--- src/rtl/oki_port_expander.sv ---
// oki_port_expander: 8243-style 4-bit port expander slave with glitch filter, direction tracking and RMW ops
module oki_port_expander #(
  parameter int NUM_PORTS   = 4,
  parameter int SYNC_STAGES = 2,
  parameter int FILT_CYCLES = 2,
  parameter int TURN_CYCLES = 1
) (
  input  logic                   clk,
  input  logic                   rst,
  input  logic                   prog_n,
  input  logic [3:0]             p2_in,
  output logic [3:0]             p2_out,
  output logic                   p2_oe,
  output logic                   p2_buf_oe,
  output logic                   p2_buf_dir,
  input  logic [4*NUM_PORTS-1:0] port_in,
  output logic [4*NUM_PORTS-1:0] port_out,
  output logic [NUM_PORTS-1:0]   port_is_out,
  output logic [NUM_PORTS-1:0]   port_wr_stb,
  output logic [NUM_PORTS-1:0]   port_rd_stb
);
  localparam int CW = $clog2(FILT_CYCLES + 1);
  localparam int TW = $clog2(TURN_CYCLES + 1);
  typedef enum logic [1:0] {IDLE, RD_DRIVE, TURN, WR_CAPT} state_t;
  state_t state;
  logic [SYNC_STAGES-1:0] prog_sh;
  logic [4*SYNC_STAGES-1:0] p2_sh;
  logic prog_s, pf, edge_now, fall, rise, oe_q, pend;
  logic [3:0] p2_s, first_p2, cmd_now, cmd_q, idle_cmd, d_q, rd_val, wr_val, cur;
  logic [CW-1:0] cnt;
  logic [TW-1:0] tcnt;
  logic [NUM_PORTS-1:0] wr_pend;
  assign prog_s = prog_sh[SYNC_STAGES-1];
  assign p2_s = p2_sh[4*SYNC_STAGES-1 -: 4];
  assign edge_now = (prog_s != pf) && (cnt == CW'(FILT_CYCLES - 1));
  assign fall = edge_now & ~prog_s;
  assign rise = edge_now & prog_s;
  // the command is the p2 sample that accompanied the first low prog sample, not the one that confirmed the edge
  assign cmd_now = (cnt == '0) ? p2_s : first_p2;
  assign idle_cmd = pend ? cmd_q : cmd_now;
  assign p2_oe = oe_q & ~rst;
  assign p2_buf_oe = 1'b1;
  always_comb begin
    rd_val = 4'hF;
    cur = 4'h0;
    for (int i = 0; i < NUM_PORTS; i++) begin
      if (idle_cmd[1:0] == 2'(i)) rd_val = port_is_out[i] ? port_out[4*i +: 4] : port_in[4*i +: 4];
      if (cmd_q[1:0] == 2'(i)) cur = port_out[4*i +: 4];
    end
    wr_val = cmd_q[3:2] == 2'b10 ? (cur | d_q) : cmd_q[3:2] == 2'b11 ? (cur & d_q) : d_q;
  end
  always_ff @(posedge clk) begin
    if (rst) begin
      prog_sh <= '0;
      p2_sh <= '0;
      pf <= 1'b0;
      cnt <= '0;
      first_p2 <= '0;
      d_q <= '0;
      cmd_q <= '0;
      pend <= 1'b0;
      tcnt <= '0;
      state <= IDLE;
      port_out <= '0;
      port_is_out <= '0;
      port_wr_stb <= '0;
      port_rd_stb <= '0;
      wr_pend <= '0;
      p2_out <= '0;
      oe_q <= 1'b0;
      p2_buf_dir <= 1'b0;
    end else begin
      prog_sh <= {prog_sh[SYNC_STAGES-2:0], prog_n};
      p2_sh <= {p2_sh[4*SYNC_STAGES-5:0], p2_in};
      if (prog_s == pf) cnt <= '0;
      else if (edge_now) begin
        pf <= prog_s;
        cnt <= '0;
      end else cnt <= cnt + 1'b1;
      if (prog_s != pf && cnt == '0) first_p2 <= p2_s;
      if (!prog_s) d_q <= p2_s;
      port_rd_stb <= '0;
      port_wr_stb <= wr_pend;
      wr_pend <= '0;
      case (state)
        IDLE: if (fall || pend) begin
          pend <= 1'b0;
          cmd_q <= idle_cmd;
          if (idle_cmd[3:2] == 2'b00) begin
            p2_out <= rd_val;
            oe_q <= 1'b1;
            p2_buf_dir <= 1'b1;
            state <= RD_DRIVE;
            for (int i = 0; i < NUM_PORTS; i++)
              if (idle_cmd[1:0] == 2'(i)) begin
                port_is_out[i] <= 1'b0;
                port_rd_stb[i] <= 1'b1;
              end
          end else state <= WR_CAPT;
        end
        RD_DRIVE: if (rise) begin
          oe_q <= 1'b0;
          tcnt <= TW'(TURN_CYCLES - 1);
          state <= TURN;
        end
        TURN: begin
          if (fall) begin
            pend <= 1'b1;
            cmd_q <= cmd_now;
          end
          if (tcnt == '0) begin
            p2_buf_dir <= 1'b0;
            state <= IDLE;
          end else tcnt <= tcnt - 1'b1;
        end
        default: if (rise) begin
          for (int i = 0; i < NUM_PORTS; i++)
            if (cmd_q[1:0] == 2'(i)) begin
              port_out[4*i +: 4] <= wr_val;
              port_is_out[i] <= 1'b1;
              wr_pend[i] <= 1'b1;
            end
          state <= IDLE;
        end
      endcase
    end
  end
endmodule

--- config.mk ---
export PLATFORM = sky130hd
export DESIGN_NAME = oki_port_expander
export DESIGN_NICKNAME = d
export VERILOG_FILES = /design/src/rtl/oki_port_expander.sv
export SDC_FILE = /design/constraint.sdc
export NUM_CORES = 1
export LEC_CHECK = 0
export CORE_AREA = 2 2 89 91
export DETAILED_ROUTE_END_ITERATION = 16
export DIE_AREA = 0 0 91 93
export HOLD_SLACK_MARGIN = 0.03
export SLEW_MARGIN = 20
export SYNTH_ARGS = -nofsm -noshare
export SYNTH_HDL_FRONTEND = slang
export SYNTH_SLANG_ARGS = --single-unit
--- constraint.sdc ---
create_clock -name clk -period 4.86 [get_ports clk]
set_input_delay 1.458 -clock clk [delete_from_list [all_inputs] [get_ports clk]]
set_output_delay 1.458 -clock clk [all_outputs]
set_load 0.05 [all_outputs]
==> flow_summary.ini, run 1 <==
[status]
status = finished clean

[synthesis]
synth_top_area_share_pct = 44.7
synth_top_family_by_area = multiplexers
synth_xor_area_share_pct = 0.296
synth_edf_count = 0
synthMuxAreaShare_pct = 16.9
async_reset_ff_share_pct = 0
avgSynthCellArea_um2 = 9.35
synth_area_leaders = dfxtp_1 45%, mux2i_1 12%, nor2b_1 4.4%
synth_nets = 345
synth-main-ff-cell = dfxtp_1
ys_ff_latch = 66
synth_area_um2 = 2960
yosys.area.top_type = dfxtp_1
ys_seq_area_share_pct = 44.7
yosys_warnings = 0
netlist_instances = 316
synth.distinct_cells = 36
synthAdderAreaFrac_pct = 2.54
synth-simple-area-share_pct = 16.2
synth_compound_area_share_pct = 15.0

[timing]
fin_crit_ns = 3.92
finalCritPeriodShare_pct = 80.6
rsz0062_at_grt = no
max_freq_ghz = 0.255
whs_ns = 0.436
setup_viol = 0
slew_headroom_pct = 55.2
final_hold_viol_count = 0
maxSlewViolCount = 0
fin_skew_ns = 0.00873
tns_ns = 0
tightest_slew_ns = 0.653

[critical_path]
worstRegToRegCells = 7
startpoint = rst
required_ns = 3.40
arrival_ns = 2.46
worstPathMaxFanout = 2
timing.reg2reg.setup_slack_ns = 2.26
critPathKind = in2out
end_kind = output port
crit_path_start_kind = input port
endpoint = p2_oe
reg2reg_to = port_is_out[2]
r2r-start = cnt[0]

[cells_and_area]
final_cells = 469
regMostFlops = port_out
antenna_cells = 0
fill_cells = 740
area_growth_pct = 26.4
largest_reg_flops = 16
layout.nets = 391
largestRegisters = port_out (16), p2_sh (8)
drive_above_1_share_pct = 7.90

[detailed_routing]
ant_nets = 0
finalWirelength_um = 7420
firstDrtPassIters = 4
remaining_drc_errors = 0
vias = 2445
drt-vias-per-instance = 5.21
avgRoutedWirePerCell_um = 15.8
drt_iter0_drc = 174

[power_and_ir_drop]
power_leakage_uw = 0.00134
power_uw = 1100
pwr-share-clk_pct = 39.2
switching_share_pct = 24.5
p_int_uw = 826
peakVddDrop_mv = 0.123
seqPwrFrac_pct = 50.9
p_per_area_nw_per_um2 = 293
comb_power_share_pct = 9.8
switching_power_uw = 269

[clocking]
holdBufCountCts = 0
clk_latency_ns = 0.35
cts_buffers = 9
cts.clk_slew.worst_paths_ns = 0.06
htreeDepth = 3
cts_tree = built
clkSinkCount = 66
clock_path_buffers = 2
cts-root-buf = clkbuf_8
ctsResizeCount = 0
cts_setup_buffers = 0

[global_route]
antenna_found_initial = 0
grt_pass1_vias = 2406
track_usage_pct = 18.4
grt_first_pass_wirelength_um = 12300
grt-ovfl-total = 0
grt_max_degree = 60

[die]
rows = 32
initial_core_util_pct = 39.3
io-pin-count = 58
die_x_um = 91
die_area_um2 = 8460
core-area_um2 = 7530
die_y_um = 93

[place]
dpl.hpwl_um = 5230
gp_congestion = 0.851
dp_cells = 453
portBuffers = 56

[hold_path]
min_path_type = reg2reg

[run]
cap_violations = 0
[power by group through the flow]
stage	clock [µW]	combinational (µW)	sequential, µW
2_1_floorplan	0	75.6	567
3_3_place_gp	0	106	570
3_5_place_dp	0	107	570
4_1_cts	439	108	558
5_1_grt	464	119	559
6_report	430	108	558
[worst min path at each step]
stage	end	depth (start not counted)	from	slack, ns
after floorplan	p2_sh[4]	1	p2_sh[0]	0.41
after global placement	port_wr_stb[3]	1	wr_pend[3]	0.42
final	p2_sh[5]	1	p2_sh[1]	0.44
after CTS	p2_sh[5]	1	p2_sh[1]	0.44
after detailed placement	p2_sh[5]	1	p2_sh[1]	0.43
after global routing	p2_sh[4]	1	p2_sh[0]	0.46
[cell usage after synthesis, drive strengths merged (6+ instances only)]
| cell type | count |
|---|---|
| mux2 | 6 |
| nor2b | 21 |
| buf | 6 |
| nor3 | 9 |
| inv | 9 |
| dfxtp | 66 |
| ha | 6 |
| nand2 | 18 |
| o21ai | 20 |
| nor2 | 30 |
| clkbuf | 16 |
| a21oi | 26 |
| a211oi | 17 |
| mux2i | 34 |
[per-stage QoR]
stage / util [%] / setup WS [ns] / area (µm²)
after floorplan: - / 0.907 / 2960
after global placement: 47.2 / 0.943 / 3550
after detailed placement: 47.2 / 0.935 / 3550
after CTS: 49.6 / 0.934 / 3730
after global routing: 49.6 / 0.909 / 3730
final: 49.6 / 0.943 / 3730
[cell type report]
type | count | area, µm² | area share, %
multi-input combinational | 219 | 1510 | 40.3
sequential | 66 | 1320 | 35.4
clock inverter | 2 | 10.0 | 0.268
inverter | 9 | 33.8 | 0.905
clock buffer | 14 | 173 | 4.62
tap | 102 | 128 | 3.42
timing repair buffer | 57 | 563 | 15.1
[cell usage in the layout (no fill, tap or decap), types with 9 or more instances in the layout]
master	count
mux2i_1	34
nand2_1	18
a211oi_1	16
dfxtp_1	66
a21oi_1	26
nor3_1	9
inv_1	9
nor2_1	30
clkbuf_8	12
clkdlybuf4s50_1	55
nor2b_1	21
o21ai_0	19
[logic make-up after synthesis]
kind of cell,after synthesis
and+or+nand+nor,95
AOI/OAI and AO/OA,72
DFF,66
muxes,44
buffers and inverters,31
adders and majority gates,6
other,1
xor gates and xnor gates,1
[worst max-delay path, stage by stage]
cell             delay, ns
buf_2                 0.10
nor2b_1               0.10
clkdlybuf4s50_1       0.80
[routing by layer]
metal	share of wire, %	global-route usage [%]
met1	49	26.6
met2	46	27.0
met3	3.7	4.51
met4	1.7	6.19
met5	0	0
(Power assumes the default switching activity.)
==> run 2: changes to the inputs <==
Clock period 4.86 ns to 3.9 ns, I/O delays scaled along.
==> flow_summary.ini, run 2 (synthesized netlist as in run 1, its figures left out) <==
[status]
status = finished clean

[detailed_routing]
drt-vias-per-instance = 5.20
firstDrtPassIters = 4
ant_nets = 0
finalWirelength_um = 7420
drt_iter0_drc = 118
avgRoutedWirePerCell_um = 15.9
remaining_drc_errors = 0
vias = 2430

[timing]
fin_crit_ns = 2.92
tns_ns = 0
setup_viol = 0
rsz0062_at_grt = no
max_freq_ghz = 0.342
tightest_slew_ns = 0.652
maxSlewViolCount = 0
finalCritPeriodShare_pct = 74.9
slew_headroom_pct = 55.3
final_hold_viol_count = 0
fin_skew_ns = 0.00955

[critical_path]
crit_chain = clkdlybuf4s50_1
worstPathMaxFanout = 6
arrival_ns = 1.75
startpoint = port_is_out[3]
critPathKind = reg2out
slowest_delay_ns = 0.87
cp_top_family = buffers and inverters
cp_num_buf_inv = 1
end_kind = output port
crit_path_start_kind = register
required_ns = 2.73
cp_slowest_cell = clkdlybuf4s50_1
r2r-start = cnt[0]

[clocking]
clock_path_buffers = 2
htreeDepth = 3
cts_buffers = 9
holdBufCountCts = 0
ctsResizeCount = 0
clk_latency_ns = 0.34
cts_setup_buffers = 0
cts_tree = built
cts.clk_slew.worst_paths_ns = 0.07
clkSinkCount = 66
cts-root-buf = clkbuf_8

[place]
gp_congestion = 0.821
portBuffers = 56
dpl.hpwl_um = 5210
placed_area_um2 = 3550

[power_and_ir_drop]
seqPwrFrac_pct = 49.7
switching_share_pct = 23.7
power_leakage_uw = 0.00135
p_per_area_nw_per_um2 = 374
switching_power_uw = 331
pwr-share-clk_pct = 40.9
comb_power_share_pct = 9.4
peakVddDrop_mv = 0.218
p_int_uw = 1070

[cells_and_area]
fill_cells = 737
mostFrequentLayoutCells = 66 x dfxtp_1, 54 x clkdlybuf4s50_1, 34 x mux2i_1, 30 x nor2_1, 26 x a21oi_1
layout.nets = 391
finalInstanceArea_um2 = 3740
largestRegisters = port_out (16), p2_sh (8)
area_growth_pct = 26.6
largest_reg_flops = 16
drive_above_1_share_pct = 8.22
antenna_cells = 0
final_common_cell = dfxtp_1
regMostFlops = port_out

[global_route]
grt-ovfl-total = 0
grt_max_degree = 60
grt_first_pass_wirelength_um = 12100
antenna_found_initial = 0
track_usage_pct = 18.3
grt_pass1_vias = 2383

[die]
io-pin-count = 58
die_area_um2 = 8460
rows = 32
core-area_um2 = 7530
die_x_um = 91
initial_core_util_pct = 39.3
die_y_um = 93

[hold_path]
min_from = wr_pend[0]
min_path_type = reg2reg

[run]
cap_violations = 0
-- run 2: cell count changes in the layout (fill, tap and decap cells not counted) --
cell,change
clkbuf_8,-1
clkbuf_1,-2
buf_4,+1
clkdlybuf4s50_1,-1
bufinv_16,+1
-- run 2: power groups by stage --
stage          registers (µW)  logic, µW  clock network (µW)
3_5_place_dp              711        132                   0
5_1_grt                   697        148                 613
2_1_floorplan             707       94.2                   0
3_3_place_gp              711        131                   0
6_report                  696        132                 573
4_1_cts                   696        132                 585
-- run 2: metal layers --
metal	vias up	global-route usage, %	routed length [µm]
met2	64	26.3	3260
met1	1148	25.1	3630
met4	0	11.6	241
met3	20	3.46	286
li1	1198	-	-
met5	-	0	0
-- run 2: stage by stage --
stage / setup slack (ns) / instances / hold WS [ns] / util [%] / power [µW]
2_1_floorplan: 0.523 / 316 / 0.414 / - / 801
3_3_place_gp: 1.15 / 453 / 0.415 / 47.2 / 842
3_5_place_dp: 1.16 / 453 / 0.421 / 47.2 / 843
4_1_cts: 0.962 / 467 / 0.436 / 49.7 / 1410
5_1_grt: 0.927 / 467 / 0.455 / 49.7 / 1460
6_report: 0.979 / 467 / 0.435 / 49.7 / 1400
-- run 2: path summary, 6_finish.rpt --
kind | endpoint | slack (ns) | cells after the start
worst min register to register | port_wr_stb[0] | 0.43 | 1
worst min-delay path | port_wr_stb[0] | 0.43 | 1
worst max register to register | port_is_out[1] | 1.31 | 7
worst max-delay path | port_is_out[3] | 0.98 | 1
-- run 2: cell type report --
| type | instances | area [µm²] | area share (%) |
|---|---|---|---|
| inverter | 9 | 33.8 | 0.903 |
| clock buffer | 11 | 151 | 4.05 |
| multi-input combinational | 219 | 1510 | 40.3 |
| timing repair buffer | 57 | 561 | 15.0 |
| tap | 102 | 128 | 3.41 |
| clock inverter | 3 | 40.0 | 1.07 |
| sequential | 66 | 1320 | 35.3 |
==> run 3: changes to the inputs <==
Settings changed: PLACE_DENSITY set to 0.66.
Clock period 3.9 ns to 2.4 ns, I/O delays scaled along.
==> flow_summary.ini, run 3 (synthesized netlist as in run 1, its figures left out) <==
[die]
die_area_um2 = 8460
rows = 32
io-pin-count = 58
initial_core_util_pct = 39.3
die_x_um = 91
die_y_um = 93
core-area_um2 = 7530

[clocking]
htreeDepth = 3
clk_latency_ns = 0.34
cts_buffers = 9
clock_path_buffers = 2
cts_tree = built
holdBufCountCts = 0
cts-root-buf = clkbuf_8
cts.clk_slew.worst_paths_ns = 0.07
clkSinkCount = 66

[hold_path]
min_from = p2_sh[3]
min_path_type = reg2reg
worstHoldPathCells = 1
min_delay_worst_endpoint = p2_sh[7]

[critical_path]
crit_path_start_kind = register
critPathKind = reg2out
reg2reg_to = port_is_out[2]
cp_num_buf_inv = 1
r2r-start = cnt[0]
slowest_delay_ns = 0.84
cp_top_family = buffers and inverters
arrival_ns = 1.61
cp_slowest_cell = clkdlybuf4s50_1
required_ns = 1.68
timing.reg2reg.setup_slack_ns = 0.15
startpoint = port_out[9]
worstRegToRegCells = 7
end_kind = output port
worstPathMaxFanout = 4
crit_chain = clkdlybuf4s50_1

[timing]
slew_headroom_pct = 65.5
whs_ns = 0.432
setup_viol = 0
maxSlewViolCount = 0
setup_ws_ns = 0.0688
final_hold_viol_count = 0
tightest_slew_ns = 0.516
finalCritPeriodShare_pct = 97.1
fin_crit_ns = 2.33
max_freq_ghz = 0.429
fin_skew_ns = 0.00890

[global_route]
track_usage_pct = 18.8
grt_max_degree = 36
grt_pass1_vias = 2489
grt-ovfl-total = 0
antenna_found_initial = 0
grt_first_pass_wirelength_um = 12600

[power_and_ir_drop]
pwr-share-clk_pct = 43.3
switching_share_pct = 23.6
peakVddDrop_mv = 0.306
comb_power_share_pct = 9.7
switching_power_uw = 567
seqPwrFrac_pct = 47.0
p_per_area_nw_per_um2 = 621
power_leakage_uw = 0.00142
p_int_uw = 1840

[cells_and_area]
regMostFlops = port_out
largest_reg_flops = 16
drive_above_1_share_pct = 12.7
mostFrequentLayoutCells = 66 x dfxtp_1, 51 x clkdlybuf4s50_1, 34 x mux2i_1, 30 x nor2_1, 26 x a21oi_1
layout.nets = 403
final_cells = 481
final_common_cell = dfxtp_1
largestRegisters = port_out (16), p2_sh (8)
antenna_cells = 0
area_growth_pct = 30.9
fin_util_pct = 51.4

[detailed_routing]
finalWirelength_um = 7600
avgRoutedWirePerCell_um = 15.8
firstDrtPassIters = 5
drt-vias-per-instance = 5.22
ant_nets = 0
vias = 2511
drt_iter0_drc = 155
remaining_drc_errors = 0

[place]
portBuffers = 56
gp_congestion = 0.854
dpl.hpwl_um = 5510
dp_cells = 464
post-place-ws_ns = 0.0844

[status]
status = finished clean

[run]
cap_violations = 0
run 3: changes by cell type in the layout (fill, tap and decap cells not counted):
| cell | before | now |
|---|---|---|
| buf_4 | 2 | 17 |
| bufinv_16 | 1 | 2 |
| clkbuf_1 | 0 | 2 |
| clkbuf_8 | 11 | 10 |
| clkdlybuf4s50_1 | 54 | 51 |
| clkinv_2 | 2 | 0 |
| clkinvlp_4 | 0 | 2 |
| ha_1 | 6 | 4 |
| ha_2 | 0 | 1 |
| ha_4 | 0 | 1 |
| nor2b_1 | 21 | 20 |
| nor2b_2 | 0 | 1 |
run 3: power by group through the flow:
| stage | Sequential [µW] | Clock (µW) | Combinational (µW) |
|---|---|---|---|
| 2_1_floorplan | 1150 | 0 | 153 |
| 3_3_place_gp | 1150 | 0 | 222 |
| 3_5_place_dp | 1150 | 0 | 227 |
| 4_1_cts | 1130 | 1050 | 229 |
| 5_1_grt | 1130 | 1110 | 261 |
| 6_report | 1130 | 1040 | 233 |
run 3: how the worst max path moves through the flow:
stage	endpoint	slack [ns]	cells after the start
floorplan	port_is_out[2]	0.15	8
global placement	port_is_out[2]	0.16	7
detailed placement	port_is_out[2]	0.08	7
CTS	port_is_out[2]	0.06	7
global route	port_is_out[2]	-0.01	7
finish	port_out[9]	0.07	1
run 3: metal layers:
metal	vias up	routed length (µm)	track usage, %
li1	1231	-	-
met1	1187	3590	26.4
met2	80	3450	27.5
met3	13	425	4.67
met4	0	134	7.95
met5	-	0	0
run 3: repair_timing:
action,in CTS,in global routing
setup buffers,0,1
gates resized for setup,0,3
setup endpoints to repair,0,3
run 3: layout make-up:
type / instances / area (µm²)
clock buffers: 12 / 145
clock inverters: 4 / 75.1
fillers: 693 / 3660
inverters: 9 / 33.8
multi-input cells: 219 / 1520
flip-flops and latches: 66 / 1320
well taps: 102 / 128
repair buffers: 69 / 643
run 3: metrics by stage:
stage / setup TNS, ns / area, µm² / power (µW)
after floorplan: 0 / 2960 / 1300
after detailed placement: 0 / 3630 / 1380
after global routing: -0.0108 / 3870 / 2500
after global placement: 0 / 3630 / 1380
final: 0 / 3870 / 2400
after CTS: 0 / 3850 / 2410
